`config.mk`:
```
export PLATFORM = sky130hd
export DESIGN_NAME = assist_level_sel
export DESIGN_NICKNAME = d
export VERILOG_FILES = /design/src/rtl/assist_level_sel.sv
export SDC_FILE = /design/constraint.sdc
export NUM_CORES = 1
export LEC_CHECK = 0
export ABC_AREA = 1
export BUFFER_PORTS_ARGS = -buffer_cell sky130_fd_sc_hd__buf_4
export CORE_MARGIN = 2
export CORE_UTILIZATION = 64
export DETAILED_ROUTE_END_ITERATION = 8
export GPL_ROUTABILITY_DRIVEN = 0
export PLACE_DENSITY_LB_ADDON = 0.12
export REMOVE_ABC_BUFFERS = 1
export SLEW_MARGIN = 0
export SYNTH_ARGS = -nofsm -noshare
export SYNTH_HDL_FRONTEND = slang
export SYNTH_SLANG_ARGS = --single-unit
```
`constraint.sdc`:
```
create_clock -name clk -period 4.04 [get_ports clk]
set_input_delay 0 -clock clk [delete_from_list [all_inputs] [get_ports clk]]
set_output_delay 0 -clock clk [all_outputs]
set_load 0.05 [all_outputs]
```
`src/rtl/assist_level_sel.sv`:
```
// Assist level selector: turns push-button activity into a rider-selected
// assist level. A short press steps the level up (wrapping to 0), a long press
// forces assist off, and a lockout window after each accepted press masks
// contact bounce. All outputs are registered.
module assist_level_sel #(
    parameter int LONG_CYC    = 25000000,
    parameter int LOCKOUT_CYC = 1000000,
    parameter int NUM_LVL     = 4,
    parameter int RST_LVL     = 1
) (
    input  logic                       clk,
    input  logic                       rst,
    input  logic                       pb_lvl,
    input  logic                       released,
    output logic [$clog2(NUM_LVL)-1:0] assist_lvl,
    output logic [NUM_LVL-1:0]         led,
    output logic                       lvl_chg,
    output logic                       long_press
);

    localparam int LW     = $clog2(NUM_LVL);
    localparam int LONG_W = $clog2(LONG_CYC);
    localparam int LOCK_W = $clog2(LOCKOUT_CYC);
    localparam int CW     = ((LONG_W > LOCK_W) ? LONG_W : LOCK_W) + 1;

    localparam logic [1:0] ST_IDLE    = 2'd0;
    localparam logic [1:0] ST_PRESSED = 2'd1;
    localparam logic [1:0] ST_LONG    = 2'd2;
    localparam logic [1:0] ST_LOCKOUT = 2'd3;

    localparam logic [LW-1:0] TOP_LVL   = LW'(NUM_LVL - 1);
    localparam logic [LW-1:0] ZERO_LVL  = {LW{1'b0}};
    localparam logic [LW-1:0] INIT_LVL  = LW'(RST_LVL);
    localparam logic [CW-1:0] LONG_LAST = CW'(LONG_CYC - 1);
    localparam logic [CW-1:0] LOCK_LAST = CW'(LOCKOUT_CYC - 1);
    localparam logic [CW-1:0] CNT_ZERO  = {CW{1'b0}};
    localparam logic [CW-1:0] CNT_ONE   = CW'(1);

    // Thermometer code: bit i set iff i is below the given level.
    function automatic logic [NUM_LVL-1:0] thermo(input logic [LW-1:0] lvl);
        logic [NUM_LVL-1:0] t;
        t = {NUM_LVL{1'b0}};
        for (int i = 0; i < NUM_LVL; i++) begin
            t[i] = (i < int'(lvl)) ? 1'b1 : 1'b0;
        end
        return t;
    endfunction

    logic [1:0]         state_q, state_d;
    logic [CW-1:0]      cnt_q, cnt_d;
    logic [LW-1:0]      lvl_q, lvl_d;
    logic [NUM_LVL-1:0] led_q, led_d;
    logic               chg_q, chg_d;
    logic               long_q, long_d;

    // Next-state logic: press timing, level stepping and lockout sequencing.
    always_comb begin
        state_d = state_q;
        cnt_d   = cnt_q;
        lvl_d   = lvl_q;
        chg_d   = 1'b0;
        long_d  = 1'b0;
        case (state_q)
            ST_IDLE: begin
                // A spurious release pulse here is ignored; only a low level starts a press.
                if (!pb_lvl) begin
                    cnt_d   = CNT_ONE;
                    state_d = ST_PRESSED;
                end else begin
                    cnt_d   = CNT_ZERO;
                end
            end
            ST_PRESSED: begin
                if (released) begin
                    lvl_d   = (lvl_q == TOP_LVL) ? ZERO_LVL : (lvl_q + LW'(1));
                    chg_d   = 1'b1;
                    cnt_d   = CNT_ZERO;
                    state_d = ST_LOCKOUT;
                end else if (pb_lvl) begin
                    // Level went high without a release pulse: treat as a glitch.
                    cnt_d   = CNT_ZERO;
                    state_d = ST_IDLE;
                end else if (cnt_q == LONG_LAST) begin
                    lvl_d   = ZERO_LVL;
                    long_d  = 1'b1;
                    chg_d   = (lvl_q != ZERO_LVL) ? 1'b1 : 1'b0;
                    state_d = ST_LONG;
                end else begin
                    cnt_d   = cnt_q + CW'(1);
                end
            end
            ST_LONG: begin
                // Either way out restarts the counter so the lockout is timed in full.
                if (released || pb_lvl) begin
                    cnt_d   = CNT_ZERO;
                    state_d = ST_LOCKOUT;
                end else begin
                    cnt_d   = cnt_q;
                end
            end
            ST_LOCKOUT: begin
                if (cnt_q == LOCK_LAST) begin
                    cnt_d   = CNT_ZERO;
                    state_d = ST_IDLE;
                end else begin
                    cnt_d   = cnt_q + CW'(1);
                end
            end
            default: begin
                cnt_d   = CNT_ZERO;
                state_d = ST_IDLE;
            end
        endcase
        led_d = thermo(lvl_d);
    end

    // State, counter and output registers with asynchronous reset.
    always_ff @(posedge clk or posedge rst) begin
        if (rst) begin
            state_q <= ST_IDLE;
            cnt_q   <= CNT_ZERO;
            lvl_q   <= INIT_LVL;
            led_q   <= thermo(INIT_LVL);
            chg_q   <= 1'b0;
            long_q  <= 1'b0;
        end else begin
            state_q <= state_d;
            cnt_q   <= cnt_d;
            lvl_q   <= lvl_d;
            led_q   <= led_d;
            chg_q   <= chg_d;
            long_q  <= long_d;
        end
    end

    assign assist_lvl = lvl_q;
    assign led        = led_q;
    assign lvl_chg    = chg_q;
    assign long_press = long_q;

endmodule

```
==> flow_summary.yaml <==
grt:
  grt_pass1_wl_mm: 10.7
  grt_max_degree: 35
  antenna_found_initial: 0
  grt_pass1_vias: 2328
  grt-ovfl-total: 0
  track_usage_pct: 31.4
critical_path:
  reg2reg_to: "cnt_q[2]"
  max_stage_delay_ns: 0.44
  crit_path_cell_trace: "ha_1, nand2_2, nor2_4, nand2_2, nor2_4, nand3_4, nand2_4, inv_4, nand2_1, o21ai_0"
  critPathSlowestCell: "dfrtp_1"
  critPathCaptureType: "register"
  crit_start: "cnt_q[0]"
  setup.worst_path.start_class: "register"
  rrSetupSlack_ns: 1.83
  worstRegToRegCells: 10
  crit_buf_inv: 1
  cp.arrival_ns: 2.38
  required_ns: 4.21
  worst-path-max-fanout: 17
  path_class: "reg2reg"
  r2r-start: "cnt_q[0]"
  cp-endpoint: "cnt_q[2]"
  critical_path.top_delay_family: "simple AND/OR/NAND/NOR gates"
  path_depth: 10
power_and_ir_drop:
  power_frac_comb_pct: 39.3
  p_int_mw: 0.650
  clkPwrFrac_pct: 24.2
  leakagePower_nw: 1.42
  switching_share_pct: 44.6
  p_seq_share_pct: 36.5
  p_per_area_nw_per_um2: 419
  p_switching_mw: 0.524
  ir_drop_mv: 0.590
floorplanning:
  die_w_um: 68.1
  initial_core_util_pct: 66.2
  core_um2: 3970
  io_pins: 12
  die_h_um: 68.1
  die_area_um2: 4630
  row_count: 23
clocking:
  cts_tree: "yes"
  cts-root-buf: "clkbuf_8"
  htree_levels: 2
  clkSinkCount: 34
  cts_buffer_depth: 2
  cts_buffers: 5
  clock_latency_ns: 0.30
  post-cts-setup-buffers: 0
  clk_pin_slew_ns: 0.08
sta:
  rsz0062_at_grt: "false"
  hold_viol_final: 0
  report.final.slew_viol_count: 0
  fin_crit_ns: 2.21
  tns_ns: 0
  setup_viol: 0
  max_freq_mhz: 452
  fin_crit_sh_pct: 54.7
  finalClockSkew_ns: 0.00811
yosys:
  yosysUniqueCellTypes: 32
  yosys_warnings: 0
  synth_area_per_cell_um2: 6.33
  synth-seq-cells: 34
  synth_cells: 415
  yosysSeqAreaShare_pct: 32.5
  synthesis.area_um2: 2630
run_status:
  outcome: "finished, final reports clean"
layout:
  final_common_cell: "nand2_1"
  layout-drive-gt1-share_pct: 9.24
  num_antenna_cells: 0
  fillers: 350
  finalInstanceArea_um2: 2800
  area_growth_pct: 6.67
  finalNetCount: 428
  fin_util_pct: 70.6
  final_cell_mix: "128 x nand2_1, 59 x nor2_1, 56 x inv_1, 42 x nand3_1, 32 x dfrtp_1"
detailed_routing:
  drcViolationCount: 0
  drtIter0Drc: 280
  routed_wl_mm: 6.54
  vias: 2643
  first_pass_iters: 6
  postRouteAntennaNets: 0
  routed_via_density: 5.60
  avgRoutedWirePerCell_um: 13.8
worst_hold_path:
  holdCritPathClass: "in2reg"
placed_design:
  io_buffer_count: 10
  dpl_cell_area_um2: 2700
  dp_hpwl_mm: 4.80
flow_run:
  cap_viol_max_count: 0
-- cell type report --
cell class | instances | area [µm²] | area share (%)
flip-flops and latches | 34 | 853 | 30.4
clock buffers | 6 | 82.6 | 2.95
repair buffers | 12 | 92.6 | 3.30
well taps | 50 | 62.6 | 2.23
multi-input cells | 308 | 1470 | 52.5
clock inverters | 2 | 12.5 | 0.446
inverters | 60 | 228 | 8.12
-- logic make-up after synthesis --
family          synth area share (%)
xor+xnor                        3.33
other cells                    0.143
simple gates                    47.1
buf+inv                         11.5
fa+ha+maj                       1.43
compound gates                  4.00
flops                           32.5
-- power by group through the flow --
stage                     sequential (mW)  clock [mW]  combinational [mW]
after global routing                0.436       0.295               0.510
final                               0.428       0.284               0.461
after floorplan                     0.527           0               0.241
after detailed placement            0.434           0               0.457
after global placement              0.432           0               0.448
after CTS                           0.428       0.283               0.460
-- cell usage after synthesis --
| cell type | n | share of area, % |
|---|---|---|
| nand2_1 | 128 | 18 |
| nor2_1 | 59 | 8.4 |
| inv_1 | 56 | 8.0 |
| nand3_1 | 42 | 8.0 |
| dfrtp_1 | 32 | 30 |
| nand4_1 | 22 | 5.2 |
| xor2_1 | 8 | 2.7 |
| nor3_1 | 7 | 1.3 |
| a21oi_1 | 6 | 1.1 |
| buf_2 | 6 | 1.1 |
| nand2_2 | 6 | 1.4 |
| o21ai_0 | 6 | 1.1 |
| buf_4 | 3 | 0.86 |
| clkbuf_1 | 3 | 0.43 |
| clkinv_1 | 3 | 0.43 |
| ha_1 | 3 | 1.4 |
| nor2_4 | 3 | 1.3 |
| dfstp_2 | 2 | 2.0 |
| nand2_4 | 2 | 0.86 |
| nand3b_1 | 2 | 0.57 |
| nor2_2 | 2 | 0.48 |
| o211ai_1 | 2 | 0.57 |
| o21ai_2 | 2 | 0.67 |
| xnor2_1 | 2 | 0.67 |
| a21boi_0 | 1 | 0.29 |
| buf_6 | 1 | 0.43 |
| conb_1 | 1 | 0.14 |
| inv_4 | 1 | 0.24 |
| nand3_4 | 1 | 0.67 |
| nor3b_1 | 1 | 0.29 |
| o21ai_1 | 1 | 0.19 |
| or2_2 | 1 | 0.24 |
-- per-stage QoR --
| step | power (mW) | hold slack, ns | instances | setup slack, ns |
|---|---|---|---|---|
| finish | 1.17 | 0.0406 | 472 | 1.83 |
| CTS | 1.17 | 0.0421 | 472 | 1.86 |
| global placement | 0.880 | 0.125 | 463 | 2.01 |
| floorplan | 0.768 | 0.140 | 402 | 2.23 |
| detailed placement | 0.891 | 0.138 | 463 | 1.89 |
| global route | 1.24 | 0.0713 | 472 | 1.70 |
-- tightest hold or removal path: stages --
cell,delay [ns]
buf_4,0.14
nor2_1,0.06
nand3_1,0.05
nand3_1,0.06
-- flip-flops by register name, summed over array words and instances, names as in the netlist, named ones only --
register and flops:
led 3, long_press 1, assist_lvl 1, state_q 1, lvl_chg 1, cnt_q 26
-- how the worst min path moves through the flow --
stage	startpoint	to	slack, ns	cells past startpoint
2_1_floorplan	rst	async pin	0.14	1
3_3_place_gp	rst	led[2]	0.12	3
4_1_cts	pb_lvl	cnt_q[10]	0.04	4
6_report	pb_lvl	cnt_q[10]	0.04	4
5_1_grt	pb_lvl	cnt_q[10]	0.07	4
3_5_place_dp	rst	led[2]	0.14	3
-- metal layers --
layer	vias up	track usage (%)	share of wire [%]
li1	1309	-	-
met5	-	0	0
met2	97	50.4	47
met3	11	5.59	5.9
met4	0	11.0	1.8
met1	1226	42.7	46
-- repair_timing --
item                                   4_1_cts  5_1_grt
endpoints found under the hold margin       32        0
resized for setup                            0        0
hold buffers                                 1        0
(Power assumes the default switching activity.)
